**config.mk**
```make
export PLATFORM = sky130hd
export DESIGN_NAME = jtopl_wr_sched
export DESIGN_NICKNAME = d
export VERILOG_FILES = /design/src/rtl/jtopl_wr_sched_pkg.sv /design/src/rtl/jtopl_slot_dec.sv /design/src/rtl/jtopl_wr_sched.sv
export SDC_FILE = /design/constraint.sdc
export NUM_CORES = 1
export LEC_CHECK = 0
export ABC_AREA = 1
export ABC_CLOCK_PERIOD_IN_PS = 5400
export CORE_ASPECT_RATIO = 1.1
export CORE_MARGIN = 4
export CORE_UTILIZATION = 54
export DETAILED_ROUTE_END_ITERATION = 16
export GPL_TIMING_DRIVEN = 0
export PLACE_DENSITY = 0.87
export SLEW_MARGIN = 20
export SYNTH_ARGS = -nofsm -noshare
export SYNTH_HDL_FRONTEND = slang
export SYNTH_SLANG_ARGS = --single-unit
```
**constraint.sdc**
```tcl
create_clock -name clk -period 5.4 [get_ports clk]
set_clock_uncertainty 0.05 [all_clocks]
set_input_delay 0.81 -clock clk [delete_from_list [all_inputs] [get_ports clk]]
set_output_delay 0.81 -clock clk [all_outputs]
set_load 0.1 [all_outputs]
```
**src/rtl/jtopl_wr_sched_pkg.sv**
```systemverilog
// Shared definitions for the operator register write scheduler:
// field codes, slot count, FSM states and a modular slot-offset helper.
package jtopl_wr_sched_pkg;

    localparam int SLOTS = 18;

    localparam logic [2:0] FLD_MULT   = 3'b001;
    localparam logic [2:0] FLD_KSL_TL = 3'b010;
    localparam logic [2:0] FLD_AR_DR  = 3'b011;
    localparam logic [2:0] FLD_SL_RR  = 3'b100;
    localparam logic [2:0] FLD_WAV    = 3'b111;

    typedef enum logic {
        ST_IDLE  = 1'b0,
        ST_ARMED = 1'b1
    } state_t;

    // Adds a fixed offset to an operator slot, wrapping modulo the slot count.
    function automatic logic [4:0] slot_add(input logic [4:0] s, input int off);
        logic [5:0] sum;
        sum = {1'b0, s} + 6'(off);
        if (sum >= 6'(SLOTS)) begin
            sum = sum - 6'(SLOTS);
        end
        return sum[4:0];
    endfunction

    // True when the address field code selects an operator register.
    function automatic logic is_op_field(input logic [2:0] f);
        return (f == FLD_MULT) || (f == FLD_KSL_TL) || (f == FLD_AR_DR) ||
               (f == FLD_SL_RR) || (f == FLD_WAV);
    endfunction

endpackage

```
**src/rtl/jtopl_slot_dec.sv**
```systemverilog
// Maps the low address bits (row in [4:3], column in [2:0]) to an operator
// slot number and flags offsets that do not correspond to an operator.
module jtopl_slot_dec (
    input  logic [4:0] addr_i,
    output logic       valid_o,
    output logic [4:0] op_slot_o
);

    // Slot = 6*row + column, built from shifts; only rows 0..2 and columns 0..5 exist.
    always_comb begin
        valid_o   = (addr_i[4:3] != 2'd3) && (addr_i[2:0] < 3'd6);
        op_slot_o = {1'b0, addr_i[4:3], 2'b00}
                  + {2'b00, addr_i[4:3], 1'b0}
                  + {2'b00, addr_i[2:0]};
    end

endmodule

```
**src/rtl/jtopl_wr_sched.sv**
```systemverilog
// Operator register write scheduler: captures a CPU data write and holds it
// until the slot rotation reaches each of three offset target slots, then
// emits slot-qualified update strobes for the register shift chain.
module jtopl_wr_sched
    import jtopl_wr_sched_pkg::*;
#(
    parameter int OFF_I  = 0,
    parameter int OFF_II = 0,
    parameter int OFF_IV = 0
) (
    input  logic       rst,
    input  logic       clk,
    input  logic       cen,
    input  logic       wr,
    input  logic       addr,
    input  logic [7:0] din,
    output logic [4:0] slot,
    output logic [7:0] dout,
    output logic       up_mult,
    output logic       up_ksl_tl,
    output logic       up_ar_dr,
    output logic       up_sl_rr,
    output logic       up_wav,
    output logic       update_op_I,
    output logic       update_op_II,
    output logic       update_op_IV,
    output logic       busy,
    output logic       ovf
);

    state_t     state_q, state_d;
    logic [4:0] slot_q;
    logic [7:0] addr_q;
    logic [7:0] dout_q, dout_d;
    logic [2:0] fld_q, fld_d;
    logic [2:0] pend_q, pend_d;
    logic [4:0] tgt_i_q, tgt_i_d;
    logic [4:0] tgt_ii_q, tgt_ii_d;
    logic [4:0] tgt_iv_q, tgt_iv_d;
    logic       ovf_q, ovf_d;
    logic       dec_valid;
    logic [4:0] dec_slot;
    logic       armed;
    logic [2:0] upd;

    jtopl_slot_dec u_slot_dec (
        .addr_i    (addr_q[4:0]),
        .valid_o   (dec_valid),
        .op_slot_o (dec_slot)
    );

    assign armed = (state_q == ST_ARMED);
    assign upd[0] = armed && pend_q[0] && (slot_q == tgt_i_q);
    assign upd[1] = armed && pend_q[1] && (slot_q == tgt_ii_q);
    assign upd[2] = armed && pend_q[2] && (slot_q == tgt_iv_q);

    // Slot rotation advances on every enabled clock and wraps after the last slot.
    always_ff @(posedge clk or posedge rst) begin
        if (rst) begin
            slot_q <= 5'd0;
        end else if (cen) begin
            slot_q <= (slot_q == 5'(SLOTS - 1)) ? 5'd0 : slot_q + 5'd1;
        end
    end

    // Address writes are always taken; a pending write keeps its own decoded copy.
    always_ff @(posedge clk or posedge rst) begin
        if (rst) begin
            addr_q <= 8'd0;
        end else if (wr && !addr) begin
            addr_q <= din;
        end
    end

    // State register for the write FSM and everything captured with an accepted write.
    always_ff @(posedge clk or posedge rst) begin
        if (rst) begin
            state_q  <= ST_IDLE;
            dout_q   <= 8'd0;
            fld_q    <= 3'd0;
            pend_q   <= 3'd0;
            tgt_i_q  <= 5'd0;
            tgt_ii_q <= 5'd0;
            tgt_iv_q <= 5'd0;
            ovf_q    <= 1'b0;
        end else begin
            state_q  <= state_d;
            dout_q   <= dout_d;
            fld_q    <= fld_d;
            pend_q   <= pend_d;
            tgt_i_q  <= tgt_i_d;
            tgt_ii_q <= tgt_ii_d;
            tgt_iv_q <= tgt_iv_d;
            ovf_q    <= ovf_d;
        end
    end

    // Retires strobes on enabled edges and accepts or drops incoming data writes.
    always_comb begin
        state_d  = state_q;
        dout_d   = dout_q;
        fld_d    = fld_q;
        pend_d   = pend_q;
        tgt_i_d  = tgt_i_q;
        tgt_ii_d = tgt_ii_q;
        tgt_iv_d = tgt_iv_q;
        ovf_d    = ovf_q;

        if (armed && cen) begin
            pend_d = pend_q & ~upd;
            if (pend_d == 3'd0) begin
                state_d = ST_IDLE;
            end
        end

        if (wr && addr) begin
            if (!armed) begin
                dout_d = din;
                ovf_d  = 1'b0;
                if (is_op_field(addr_q[7:5]) && dec_valid) begin
                    fld_d    = addr_q[7:5];
                    tgt_i_d  = slot_add(dec_slot, OFF_I);
                    tgt_ii_d = slot_add(dec_slot, OFF_II);
                    tgt_iv_d = slot_add(dec_slot, OFF_IV);
                    pend_d   = 3'b111;
                    state_d  = ST_ARMED;
                end
            end else begin
                ovf_d = 1'b1;
            end
        end
    end

    assign slot         = slot_q;
    assign dout         = dout_q;
    assign busy         = armed;
    assign ovf          = ovf_q;
    assign update_op_I  = upd[0];
    assign update_op_II = upd[1];
    assign update_op_IV = upd[2];
    assign up_mult      = armed && (fld_q == FLD_MULT);
    assign up_ksl_tl    = armed && (fld_q == FLD_KSL_TL);
    assign up_ar_dr     = armed && (fld_q == FLD_AR_DR);
    assign up_sl_rr     = armed && (fld_q == FLD_SL_RR);
    assign up_wav       = armed && (fld_q == FLD_WAV);

endmodule

```
==> flow_summary_export.csv <==
group,metric,value,unit
route,drtAntennaViolNets,0,
logic_synthesis,synthXorXnorAreaFrac,0.009972,
clock_tree,cts_setup_buffers,0,
die,die_w,62.38,um
route,wl_per_cell,11.46,um
place,gp_congestion,0.7978,
outcome,status,"complete, no violations",
grt,busiest_layer,"met2",
sta,rsz0062_at_grt,"false",
sta,worstMarginPinSlew,982.2,ps
sta,max_freq,288.0,MHz
final_layout,fillerInstances,249,
place,numPortBuffers,34,
worst_setup_path,cp_top_family,"buffers and inverters",
clock_tree,cts_root_buffer,"clkbuf_4",
grt,grt_use_met2,0.3342,
logic_synthesis,syn_inst,219,
final_layout,mostFrequentLayoutCell,"nand2_1",
logic_synthesis,yosys.area_share.simple,0.2507,
logic_synthesis,yosysWarnings,0,
clock_tree,clock_latency,340,ps
grt,grt_pass1_vias,1474,
final_layout,n_antenna_cell,0,
logic_synthesis,synth_area_leader_cell,"dfrtp_1",
route,routed_wl,3381,um
worst_setup_path,crit_required,4540,ps
worst_setup_path,cp_common_cell,"nor2_1",
sta,tns,0,ps
logic_synthesis,synth_area,1757,um^2
sta,slew_violations,0,
die,rows,21,
logic_synthesis,ys_types,24,
grt,grt_max_degree,35,
grt,antenna_found_initial,0,
logic_synthesis,synth.area.top_cells,"dfrtp_1 (48%), nand2_1 (14%), inv_1 (7.9%), o21ai_0 (6.0%), ha_1 (3.6%)",
clock_tree,clock-sinks,34,
final_layout,final_cell_mix,"nand2_1 (64), inv_1 (36), dfrtp_1 (34), clkdlybuf4s50_1 (34), o21ai_0 (21)",
grt,grt_use_met3,0.06404,
final_layout,fin_nets,280,
final_layout,multiInputGateArea,732.0,um^2
worst_setup_path,crit_path_max_fanout,7,
clock_tree,cts_buffers,5,
die,fp.dieArea,4231,um^2
place,hpwl,2592,um
grt,grt.met1_usage,0.1919,
grt,grt_use_total,0.1816,
route,drt_iter0_markers,71,
grt,globalRouteOverflowTotal,0,
sta,setup_viol,0,
die,ioPinCount,36,
worst_setup_path,crit_arrival,2610,ps
final_layout,area_delta_synth_final,26.07,%
clock_tree,cts_resized,0,
sta,finalHoldViolCount,0,
logic_synthesis,ys_seq_area_frac,0.4843,
clock_tree,path_clk_slew,100,ps
final_layout,regArea,850.8,um^2
worst_setup_path,crit_buf_inv,2,
clock_tree,htreeDepth,2,
sta,period_share,0.6430,
route,num_vias,1454,
clock_tree,cts_tree,"yes",
grt,grt_pass1_wl,6016,um
logic_synthesis,synth_top_area_frac,0.4843,
logic_synthesis,muxShareOfSynthArea,0,
sta,slew_headroom,0.3431,
logic_synthesis,synthAdderAreaFrac,0.05840,
worst_setup_path,slowest_delay,1130,ps
logic_synthesis,synth_seq_cells,34,
min_path,min_path_type,"reg2reg",
worst_setup_path,endpoint_kind,"primary output",
final_layout,drive_gt1_frac,0.07663,
route,via_per_inst,4.929,
die,core,3074,um^2
logic_synthesis,synthesis.nets,239,
sta,period_needed,3472,ps
job,drv_cap,0,
logic_synthesis,synth_compound_area_frac,0.09758,
die,die_h,67.82,um
die,start_util,0.5714,
route,drc,0,
logic_synthesis,postSynthAreaPerCell,8.021,um^2
worst_setup_path,worstPathCellList,"nor2_1, nor2_1, nor2_2, inv_1, nor2_2, nand2_1, nor2_1, clkdlybuf4s50_1",
clock_tree,holdBufCountCts,0,
worst_setup_path,criticalPathCategory,"reg2out",
route,firstDrtPassIters,4,
logic_synthesis,synth_top_family_by_area,"simple AND/OR/NAND/NOR gates",
worst_setup_path,cp-start-kind,"flip-flop",
worst_setup_path,slowest_stage,"clkdlybuf4s50_1",
clock_tree,clockBufferDepth,2,
per-layer routing:
layer / vias to the layer above / wire [um]
li1: 763 / -
met1: 644 / 1453
met2: 41 / 1651
met3: 6 / 218
met4: 0 / 57
met5: - / 0
final cells by class:
type | count | share of cell area
sequential | 34 | 0.3842
multi-input combinational | 143 | 0.3305
timing repair buffer | 34 | 0.1537
inverter | 38 | 0.06441
clock buffer | 7 | 0.02034
tap | 34 | 0.01921
buffer | 4 | 0.01412
clock inverter | 1 | 0.01356
metrics by stage:
step	hold slack, ps	instance area [um^2]	setup slack [ps]	util	instances
after floorplan	391.9	1757	1246	-	219
after global placement	406.0	2140	2320	0.6960	287
after detailed placement	411.0	2140	2296	0.6960	287
after CTS	435.3	2215	1913	0.7204	295
after global routing	461.8	2215	1766	0.7204	295
final	429.9	2215	1928	0.7204	295
synthesized netlist by cell type:
cell / n
xnor2_1: 1
nand3_2: 2
inv_1: 37
o21ai_0: 21
buf_2: 2
nand2_1: 64
buf_4: 1
o21ai_2: 3
inv_2: 1
nor3_1: 5
nand4_1: 3
ha_1: 5
xor2_1: 1
a21boi_0: 1
nand3_1: 12
nor2_1: 14
nor2_4: 1
o31ai_1: 1
o21ai_1: 1
clkbuf_8: 1
a21oi_1: 4
dfrtp_1: 34
nor2_2: 2
fa_1: 2
tightest hold or removal path, stage by stage, from the launching register on:
cell and delay (ps):
dfrtp_1 350, nand2_1 60, nand2_1 50
path summary, 6_finish.rpt:
check                                    end  cells after the start  slack [ps]      start
min in group asynchronous          addr_q[6]                      2         830        rst
worst min-delay path               pend_q[1]                      2         430  pend_q[1]
worst min register to register     pend_q[1]                      2         430  pend_q[1]
worst max register to register   tgt_iv_q[2]                      9        3050  addr_q[3]
max in group asynchronous        tgt_iv_q[4]                      2        4020        rst
worst max-delay path            update_op_II                      8        1930    slot[0]
flip-flops by register name, summed over array words and instances, names as in the netlist:
signal / cells
tgt_iv_q: 5
addr_q: 8
slot: 5
busy: 1
fld_q: 3
ovf: 1
dout: 8
pend_q: 3
cells by family (layout without fill, tap and decap cells):
| group | Yosys count | count (layout) |
|---|---|---|
| and+or+nand+nor | 103 | 103 |
| buffers and inverters | 42 | 84 |
| DFF | 34 | 34 |
| AOI/OAI and AO/OA | 31 | 31 |
| adders and majority gates | 7 | 7 |
| xor gates and xnor gates | 2 | 2 |
Power is not shown: default switching activity piles up to over one toggle a cycle in this logic, so the estimate is an artifact.
